**config.mk**
```make
export PLATFORM = sky130hd
export DESIGN_NAME = hdmi_rx_capture_ctrl
export DESIGN_NICKNAME = d
export VERILOG_FILES = /design/src/rtl/hdmi_rx_capture_ctrl.sv
export SDC_FILE = /design/constraint.sdc
export NUM_CORES = 1
export LEC_CHECK = 0
export ABC_AREA = 1
export BUFFER_PORTS_ARGS = -buffer_cell sky130_fd_sc_hd__buf_2
export CORE_ASPECT_RATIO = 2
export CORE_UTILIZATION = 50
export CTS_CLUSTER_DIAMETER = 100
export CTS_CLUSTER_SIZE = 20
export DETAILED_ROUTE_END_ITERATION = 10
export PLACE_DENSITY = 0.73
export SYNTH_ARGS = -nofsm -noshare
export SYNTH_HDL_FRONTEND = slang
export SYNTH_SLANG_ARGS = --single-unit
```
**constraint.sdc**
```tcl
create_clock -name adv7611_clk -period 5.9 [get_ports adv7611_clk]
set_input_delay 0.59 -clock adv7611_clk [delete_from_list [all_inputs] [get_ports adv7611_clk]]
set_output_delay 0.59 -clock adv7611_clk [all_outputs]
set_load 0.02 [all_outputs]
```
**src/rtl/hdmi_rx_capture_ctrl.sv**
```systemverilog
// hdmi_rx_capture_ctrl
// Captures one complete active video frame from the ADV7611 into the pixel
// write FIFO. An arm pulse waits for the next frame start, then every active
// pixel is pushed with its linear frame address until H_ACTIVE*V_ACTIVE
// pixels have been accounted for. Done / overflow / short-frame flags are
// sticky until the next arm. Single clock domain (adv7611_clk); the FIFO
// does the crossing to the memory clock.
//
// Ports:
//   adv7611_clk, resetb       pixel clock, async active-low reset
//   capture_req               one-cycle arm pulse (synchronous)
//   adv7611_hs/vs/de/d        receiver video bus
//   fifo_full                 write FIFO full (sampled at decision time)
//   fifo_wr/data/addr         registered FIFO write port
//   busy                      ARM or CAPTURE
//   done/overflow/frame_err   sticky status
//   state                     FSM state for debug
module hdmi_rx_capture_ctrl #(
  parameter int   H_ACTIVE = 1920,
  parameter int   V_ACTIVE = 1080,
  parameter int   ADDR_W   = 27,
  parameter int   DATA_W   = 32,
  parameter logic VS_POL   = 1'b1
) (
  input  logic              adv7611_clk,
  input  logic              resetb,
  input  logic              capture_req,
  input  logic              adv7611_hs,
  input  logic              adv7611_vs,
  input  logic              adv7611_de,
  input  logic [23:0]       adv7611_d,
  input  logic              fifo_full,
  output logic              fifo_wr,
  output logic [DATA_W-1:0] fifo_data,
  output logic [ADDR_W-1:0] fifo_addr,
  output logic              busy,
  output logic              done,
  output logic              overflow,
  output logic              frame_err,
  output logic [1:0]        state
);

  localparam int              FRAME_PIX = H_ACTIVE * V_ACTIVE;
  localparam logic [ADDR_W-1:0] LAST    = ADDR_W'(FRAME_PIX - 1);

  typedef enum logic [1:0] {
    IDLE    = 2'd0,
    ARM     = 2'd1,
    CAPTURE = 2'd2,
    DONE    = 2'd3
  } state_t;

  state_t cur, nxt;

  // input stage
  logic        vs_r, vs_rr, de_r, hs_r;
  logic [23:0] d_r;
  logic        sof;

  // hs is registered alongside the bus for alignment but the capture logic
  // never looks at it.
  logic unused_hs;
  assign unused_hs = hs_r;

  always_ff @(posedge adv7611_clk or negedge resetb) begin
    if (!resetb) begin
      vs_r  <= 1'b0;
      vs_rr <= 1'b0;
      de_r  <= 1'b0;
      hs_r  <= 1'b0;
      d_r   <= '0;
    end else begin
      vs_r  <= adv7611_vs;
      vs_rr <= vs_r;
      de_r  <= adv7611_de;
      hs_r  <= adv7611_hs;
      d_r   <= adv7611_d;
    end
  end

  assign sof = (vs_r == VS_POL) && (vs_rr != VS_POL);

  // next-state values for every registered output
  logic [ADDR_W-1:0] pix_cnt, cnt_n;
  logic              wr_n, done_n, ovf_n, ferr_n;
  logic [DATA_W-1:0] data_n;
  logic [ADDR_W-1:0] addr_n;
  logic              last_px;

  assign last_px = de_r && (pix_cnt == LAST);

  always_comb begin
    nxt    = cur;
    cnt_n  = pix_cnt;
    wr_n   = 1'b0;
    data_n = fifo_data;
    addr_n = fifo_addr;
    done_n = done;
    ovf_n  = overflow;
    ferr_n = frame_err;
    unique case (cur)
      IDLE, DONE: begin
        if (capture_req) begin
          nxt    = ARM;
          cnt_n  = '0;
          done_n = 1'b0;
          ovf_n  = 1'b0;
          ferr_n = 1'b0;
        end
      end
      ARM: begin
        if (sof) begin
          nxt   = CAPTURE;
          cnt_n = '0;
        end
      end
      CAPTURE: begin
        // A new frame start aborts the capture, unless it coincides with the
        // final pixel, which then completes normally.
        if (sof && !last_px) begin
          nxt    = DONE;
          done_n = 1'b1;
          ferr_n = 1'b1;
        end else if (de_r) begin
          if (!fifo_full) begin
            wr_n   = 1'b1;
            data_n = DATA_W'(d_r);
            addr_n = pix_cnt;
          end else begin
            ovf_n  = 1'b1;
          end
          // count dropped pixels too so later addresses stay on-grid
          cnt_n = pix_cnt + ADDR_W'(1);
          if (pix_cnt == LAST) begin
            nxt    = DONE;
            done_n = 1'b1;
          end
        end
      end
      default: nxt = IDLE;
    endcase
  end

  always_ff @(posedge adv7611_clk or negedge resetb) begin
    if (!resetb) begin
      cur       <= IDLE;
      pix_cnt   <= '0;
      fifo_wr   <= 1'b0;
      fifo_data <= '0;
      fifo_addr <= '0;
      done      <= 1'b0;
      overflow  <= 1'b0;
      frame_err <= 1'b0;
    end else begin
      cur       <= nxt;
      pix_cnt   <= cnt_n;
      fifo_wr   <= wr_n;
      fifo_data <= data_n;
      fifo_addr <= addr_n;
      done      <= done_n;
      overflow  <= ovf_n;
      frame_err <= ferr_n;
    end
  end

  assign busy  = (cur == ARM) || (cur == CAPTURE);
  assign state = cur;

endmodule

```
Word level (Yosys, flattened, before mapping)
Cells that the tools add are included.
W data, S select, Z words.
- register bits: 111
- bits of input ports: 31
- output and inout port bits: 66
- $add $sub $neg: 1
- equality and inequality tests: 12
- multiplexer cells: 26
- bitwise logic cells: 3
- reductions and logical operators: 14
- operators with widths (kind ; number):
    $mux W27 ; 4
    $pmux W27 S3 ; 1
    $add A27 B1 Y27 const B ; 1
    $eq A27 B21 Y1 const B ; 1
    $reduce_and A4 Y1 ; 4
    $mux W1 ; 12
    $ne A2 B2 Y1 const B ; 6
    $mux W2 ; 5
    $ne A3 B3 Y1 const B ; 2
    $pmux W1 S2 ; 3
    $pmux W2 S3 ; 1
    $reduce_and A5 Y1 ; 1
    $eq A2 B2 Y1 const B ; 2
    $logic_and A1 B1 Y1 ; 3
    $not A1 Y1 ; 3
    $reduce_and A3 Y1 ; 1
    $eq A2 B1 Y1 const B ; 1
    $logic_not A2 Y1 ; 1
    $reduce_bool A2 Y1 ; 1
    $reduce_or A2 Y1 ; 1
    $logic_not A1 Y1 ; 1
    $logic_or A1 B1 Y1 ; 1

Longest topological paths before layout
Gate-level depths: netlist (run 1).
- word-level depth: 6
- mapped depth: 12

Least setup slack after synthesis (run 1)
OpenSTA, ideal clock, no wires.
- path kind: register to register
- start: reg cur[0] (netlist: state[0])
- end: reg pix_cnt[16]
- library setup time: 0.066 ns
- arrival: 1.945 ns
- data required time: 5.834 ns
- setup slack: 3.888 ns
- cell stages (with the launch flop): 10
- cell sequence: dfrtp_1 inv_1 ha_1 inv_1 nor2_1 a21oi_1 buf_2 buf_1 nand4_1 nand2_1
- word-level cells in the longest chain between the ends: 4
- elaborated cells between the ends (all ways): 11
- RTL lines (element ; line ; text):
    from (decl) ; 53 ; state_t cur, nxt;
    from (signal assigned) ; 155 ; cur <= nxt;
    $eq A2 B2 Y1 / $logic_not A2 Y1 (equally long branches) ; 101 ; unique case (cur)
    $reduce_or A2 Y1 ; 101 ;
    $ne A2 B2 Y1 (no line) ; -- ;
    $reduce_and A4 Y1 (no line) ; -- ;
    to (signal assigned) ; 156 ; pix_cnt <= cnt_n;
    to (decl) ; 84 ; logic [ADDR_W-1:0] pix_cnt, cnt_n;
Parallel ways exist; a longest one is shown, timed or not.
A chain may end at the register's enable or synchronous reset.

Final worst setup path (run 1)
- start: reg cur[0] (netlist: state[0])
- end: reg fifo_data[9]
- word-level cells in the longest chain between the ends: 2
- RTL lines (element ; line ; text):
    $eq A2 B2 Y1 ; 101 ;
    $reduce_and A4 Y1 (no line) ; -- ;
    to (signal assigned) ; 158 ; fifo_data <= data_n;
    to (decl) ; 34 ; output logic [DATA_W-1:0] fifo_data,
No other way between the ends.

==> impl_metrics.yaml, run 1 <==
min_path:
  hp-class: "primary input to flop"
setup_path:
  crit_arrival_ns: 3.57
  worstPathMaxFanout: 69
  startpoint_type: "flop"
  required_ns: 6.18
  cp-end-kind: "flop"
  worstSetupPathType: "flop to flop"
route:
  ant_nets: 0
  vias: 4234
  drt_iter0_drc: 240
  first_pass_iters: 6
  via_per_inst: 5.03
  routedWlPerCell_um: 14.5
  drc: 0
  drt-total-wl_mm: 12.2
finish:
  drive_gt1_share_pct: 15.6
  layout_commonest_cell: "nand2_1"
  fin_util_pct: 59.3
  area_growth_pct: 14.4
  fill_cells: 941
  final_cell_mix: "nand2_1, dfrtp_1, buf_2"
  fin_cells: 842
  nets: 740
  antenna_cells: 0
timing:
  rsz0062_at_grt: "false"
  clock_skew_ns: 0.0102
  finalSetupTns_ns: 0
  final_max_slew_viol_count: 0
  postLayoutSetupSlackWorst_ns: 2.61
  min_period_ns: 3.29
  hold_viol: 0
  min_period_over_period_pct: 55.7
  slew_headroom_pct: 24.1
  tightestPinTransition_ns: 1.14
  setup_viol: 0
  fmax_mhz: 304
clock_network:
  ctsHoldBuffers: 0
  cts.sinks: 111
  tritoncts: "done"
  htree_levels: 3
  clk_latency_ns: 0.35
  post-cts-setup-buffers: 0
  post_cts_resized: 0
  clock_tree.buffer_depth: 2
  cts_root_buf: "clkbuf_16"
  clkTransAtPathRegs_ns: 0.08
  cts-buffers-inserted: 9
synth:
  synth_seq_cells: 111
  yosys.area_share.simple_pct: 32.3
  synth_cell_types: 29
  synth_adder_area_share_pct: 0.989
  ys_seq_area_share_pct: 54.9
  synthCells: 628
  avgSynthCellArea_um2: 8.06
  synth_edf_count: 0
  ys_warn_count: 0
  synth_top_area_share_pct: 54.9
  ys.flop_type: "dfrtp_1"
  synthMuxAreaShare_pct: 0
  synthArstFlopShare_pct: 100
  synth_area_um2: 5060
  yosysTopAreaCell: "dfrtp_1"
  synth_compound_area_share_pct: 2.40
  ys_top_cells_by_area: "dfrtp_1, nand2_1, nor2_1"
  synth_top_family_by_area: "simple AND/OR/NAND/NOR gates"
  synth_xor_area_share_pct: 2.60
placement:
  finalWeightedCongestion: 0.964
  placed_cells: 826
  hpwlAfterDp_mm: 8.61
  dp_slack_ns: 2.62
  port_buffers: 87
global_route:
  grtUsageTotal_pct: 23.8
  overflow: 0
  grt_pass1_wl_mm: 18.7
  grt_start_max_net_pins: 71
  grt_pass1_vias: 3855
  antenna_found_initial: 0
run_status:
  status: "finished clean"
pwr:
  p_total_mw: 2.12
  power_density_nw_per_um2: 365
  peakVddDrop_mv: 0.353
  power.leakage_nw: 3.08
die:
  rows: 51
  core-area_um2: 9760
  dieHeight_um: 144
  die-width_um: 73.1
  die-area_um2: 10600
  initial_core_util_pct: 51.8
  pin_count: 97
flow_run:
  drv_cap: 0
## worst paths after layout
kind	end	slack [ns]	cells after the start	start
hold reg to reg	vs_rr	0.39	0	vs_r
max in group asynchronous	pix_cnt[26]	4.46	2	resetb
hold / removal	d_r[5]	0.34	1	adv7611_d[5]
setup reg to reg	fifo_data[9]	2.61	8	state[0]
setup / recovery	fifo_data[9]	2.61	8	state[0]
min in group asynchronous	d_r[10]	0.37	1	resetb
## cell type report
cell class,count,area (µm²),share of cell area (%)
Clock inverter,6,53.8,0.929
Clock buffer,10,229,3.95
Inverter,39,146,2.53
Tap cell,132,165,2.85
Sequential cell,111,2780,48.0
Timing Repair Buffer,89,453,7.82
Multi-Input combinational cell,455,1970,33.9
## report_power, final
group / switching [mW] / internal (mW) / total (mW)
Sequential: 0.0515 / 0.861 / 0.913
Clock: 0.286 / 0.294 / 0.579
Combinational: 0.457 / 0.167 / 0.624
## layer usage
| metal | wire (µm) | global-route usage [%] | vias to the layer above |
|---|---|---|---|
| li1 | - | - | 2083 |
| met1 | 4670 | 24.5 | 2027 |
| met2 | 6920 | 46.7 | 107 |
| met3 | 353 | 3.28 | 17 |
| met4 | 238 | 8.67 | 0 |
| met5 | 0 | 0 | - |
## synth_stat cells, types with 2 or more instances
cell type,n
nor2_2,2
buf_4,8
nand3b_1,2
nand3_1,43
nand2_1,274
buf_6,6
xor2_1,14
clkbuf_1,8
inv_1,38
buf_2,6
nand4_1,8
o21ai_0,7
nor3_1,2
o21ai_1,10
dfrtp_1,111
nor2_1,73
ha_1,4
## kinds of logic after synthesis
| kind of cell | Yosys count |
|---|---|
| AOI/OAI and AO/OA | 21 |
| xor gates and xnor gates | 15 |
| adders and majority gates | 4 |
| buffers and inverters | 69 |
| DFF | 111 |
| other | 1 |
| and+or+nand+nor | 407 |
## through the flow
step,hold slack [ns],instance area [µm²]
after floorplan,0.294,5090
after global placement,0.361,5510
after detailed placement,0.371,5510
after CTS,0.334,5790
after global routing,0.330,5790
final,0.343,5790
## flip-flops by register name, summed over array words and instances (netlist names)
signal / count
d_r: 24
de_r: 1
done: 1
fifo_addr: 27
fifo_data: 24
fifo_wr: 1
frame_err: 1
overflow: 1
pix_cnt: 27
state: 2
vs_r: 1
vs_rr: 1
## worst max-delay path, stage by stage (launching register included)
cell and delay (ns):
dfrtp_1 0.43, inv_1 0.08, ha_1 0.54, inv_1 0.53
nor2_1 0.36, nand2_4 0.40, inv_2 0.63, nand2_1 0.13
nand2_1 0.09
Note: power is estimated with default switching activity, not from simulation.
==> run 2: changes to the inputs <==
--- a/config.mk
+++ b/config.mk
@@ -12,7 +12,7 @@
 export CTS_CLUSTER_DIAMETER = 100
 export CTS_CLUSTER_SIZE = 20
 export DETAILED_ROUTE_END_ITERATION = 10
-export PLACE_DENSITY = 0.73
+export PLACE_DENSITY = 0.76
 export SYNTH_ARGS = -nofsm -noshare
 export SYNTH_HDL_FRONTEND = slang
 export SYNTH_SLANG_ARGS = --single-unit
==> constraint.sdc (replaced) <==
create_clock -name adv7611_clk -period 2.9 [get_ports adv7611_clk]
set_input_delay 0.29 -clock adv7611_clk [delete_from_list [all_inputs] [get_ports adv7611_clk]]
set_output_delay 0.29 -clock adv7611_clk [all_outputs]
set_load 0.02 [all_outputs]
==> impl_metrics.yaml, run 2 (same netlist as run 1, synthesis figures left out) <==
setup_path:
  critical_path.top_delay_family: "simple AND/OR/NAND/NOR gates"
  cp_num_cells: 11
  worstReg2RegEnd: "fifo_addr[26]"
  worstPathMaxFanout: 68
  worstSetupPathType: "flop to flop"
  cp-endpoint: "fifo_addr[26]"
  max_stage_delay_ns: 0.42
  worstPathCellList: "ha_1, nand3_2, inv_1, nand2_2, nor2_2, nand2_1, a21oi_4, nand2_4, buf_12, nand2_1, o21ai_0"
  startpoint_type: "flop"
  crit_arrival_ns: 2.49
  required_ns: 3.12
  crit_start: "pix_cnt[1]"
  cp-end-kind: "flop"
  cpMostUsedCell: "nand2_1"
  ff2ff_setup_slack_ns: 0.63
  r2r_cells: 11
  r2r_start: "pix_cnt[1]"
  crit_buf_inv: 2
  slowest_stage: "dfrtp_1"
timing:
  tightestPinTransition_ns: 0.543
  fmax_mhz: 440
  finalSetupTns_ns: 0
  rsz0062_at_grt: "false"
  min_period_ns: 2.27
  final_max_slew_viol_count: 0
  setup_viol: 0
  clock_skew_ns: 0.00344
  slew_headroom_pct: 63.6
  holdWs_ns: 0.0487
  min_period_over_period_pct: 78.4
  hold_viol: 0
global_route:
  overflow: 0
  grtUsageTotal_pct: 24.7
  use_met1_pct: 26.2
  antenna_found_initial: 0
  busiest_layer: "met2"
  grt_start_max_net_pins: 69
  grt_pass1_vias: 4127
  grt_pass1_wl_mm: 19.5
  use_met3_pct: 3.83
  met2_usage_pct: 45.6
route:
  first_pass_iters: 4
  routedWlPerCell_um: 14.2
  vias: 4175
  drc: 0
  drt_iter0_drc: 182
  ant_nets: 0
  via_per_inst: 4.90
  drt-total-wl_mm: 12.1
pwr:
  power_density_nw_per_um2: 735
  power.leakage_nw: 3.16
  peakVddDrop_mv: 0.730
clock_network:
  cts-buffers-inserted: 9
  htree_levels: 3
  clock_tree.buffer_depth: 2
  post-cts-setup-buffers: 0
  tritoncts: "done"
  cts_root_buf: "clkbuf_16"
  cts.sinks: 111
  clk_latency_ns: 0.34
  clkTransAtPathRegs_ns: 0.07
finish:
  fin_util_pct: 60.5
  nets: 750
  fin_area_um2: 5910
  layout_commonest_cell: "nand2_1"
  multiInputGateArea_um2: 1970
  area_growth_pct: 16.8
  largestRegisters: "fifo_addr x27, pix_cnt x27"
  seq_area_um2: 2780
  antenna_cells: 0
  drive_gt1_share_pct: 16.7
  fill_cells: 907
  final_cell_mix: "nand2_1, dfrtp_1, buf_2"
run_status:
  status: "finished clean"
die:
  dieHeight_um: 144
  pin_count: 97
  initial_core_util_pct: 51.8
  die-area_um2: 10600
  die-width_um: 73.1
  rows: 51
  core-area_um2: 9760
min_path:
  hp-class: "primary input to flop"
flow_run:
  drv_cap: 0
placement:
  place_area_um2: 5610
  hpwlAfterDp_mm: 8.97
  finalWeightedCongestion: 0.947
  port_buffers: 87
## run 2: cell types whose count changed in the layout (fill, tap and decap cells not counted), moves of 2 or more
cell,previous run,this run
buf_4,3,9
buf_12,0,3
clkinvlp_4,3,0
clkinv_4,1,3
## run 2: cell type report
class	count	share of cell area (%)
tap	132	2.80
clock inverter	5	0.720
clock buffer	11	4.11
inverter	39	2.48
timing repair buffer	99	9.61
sequential	111	47.0
multi-input combinational	455	33.3
## run 2: worst min path at each step
| stage | from | end | cells past startpoint |
|---|---|---|---|
| 6_report | adv7611_d[19] | d_r[19] | 1 |
| 3_5_place_dp | resetb | fifo_addr[17] | 1 |
| 2_1_floorplan | resetb | d_r[0] | 0 |
| 5_1_grt | adv7611_d[20] | d_r[20] | 1 |
| 4_1_cts | adv7611_d[2] | d_r[2] | 1 |
| 3_3_place_gp | resetb | fifo_addr[17] | 1 |
## run 2: where the power goes
part | switching [mW] | leakage, nW | internal, mW | total [mW]
Combinational | 0.933 | 1.57 | 0.387 | 1.32
Clock | 0.552 | 0.142 | 0.616 | 1.17
Sequential | 0.104 | 1.45 | 1.75 | 1.86
## run 2: per-layer routing
layer	vias up	routed length, µm
met5	-	0
met4	0	406
met3	25	304
met2	86	6800
met1	1972	4600
li1	2092	-
## run 2: stage by stage
step,power (mW),cells,setup WS (ns)
final,4.35,852,0.627
after global routing,4.61,852,0.470
after CTS,4.40,852,0.632
after detailed placement,3.22,835,0.650
after global placement,3.18,835,0.710
after floorplan,2.76,635,0.888
## run 2: what timing repair did
action / in CTS / in global routing
setup endpoints to repair: 0 / 0
resized for setup: 0 / 0
hold buffers: 1 / 0
endpoints found under the hold margin: 29 / 0
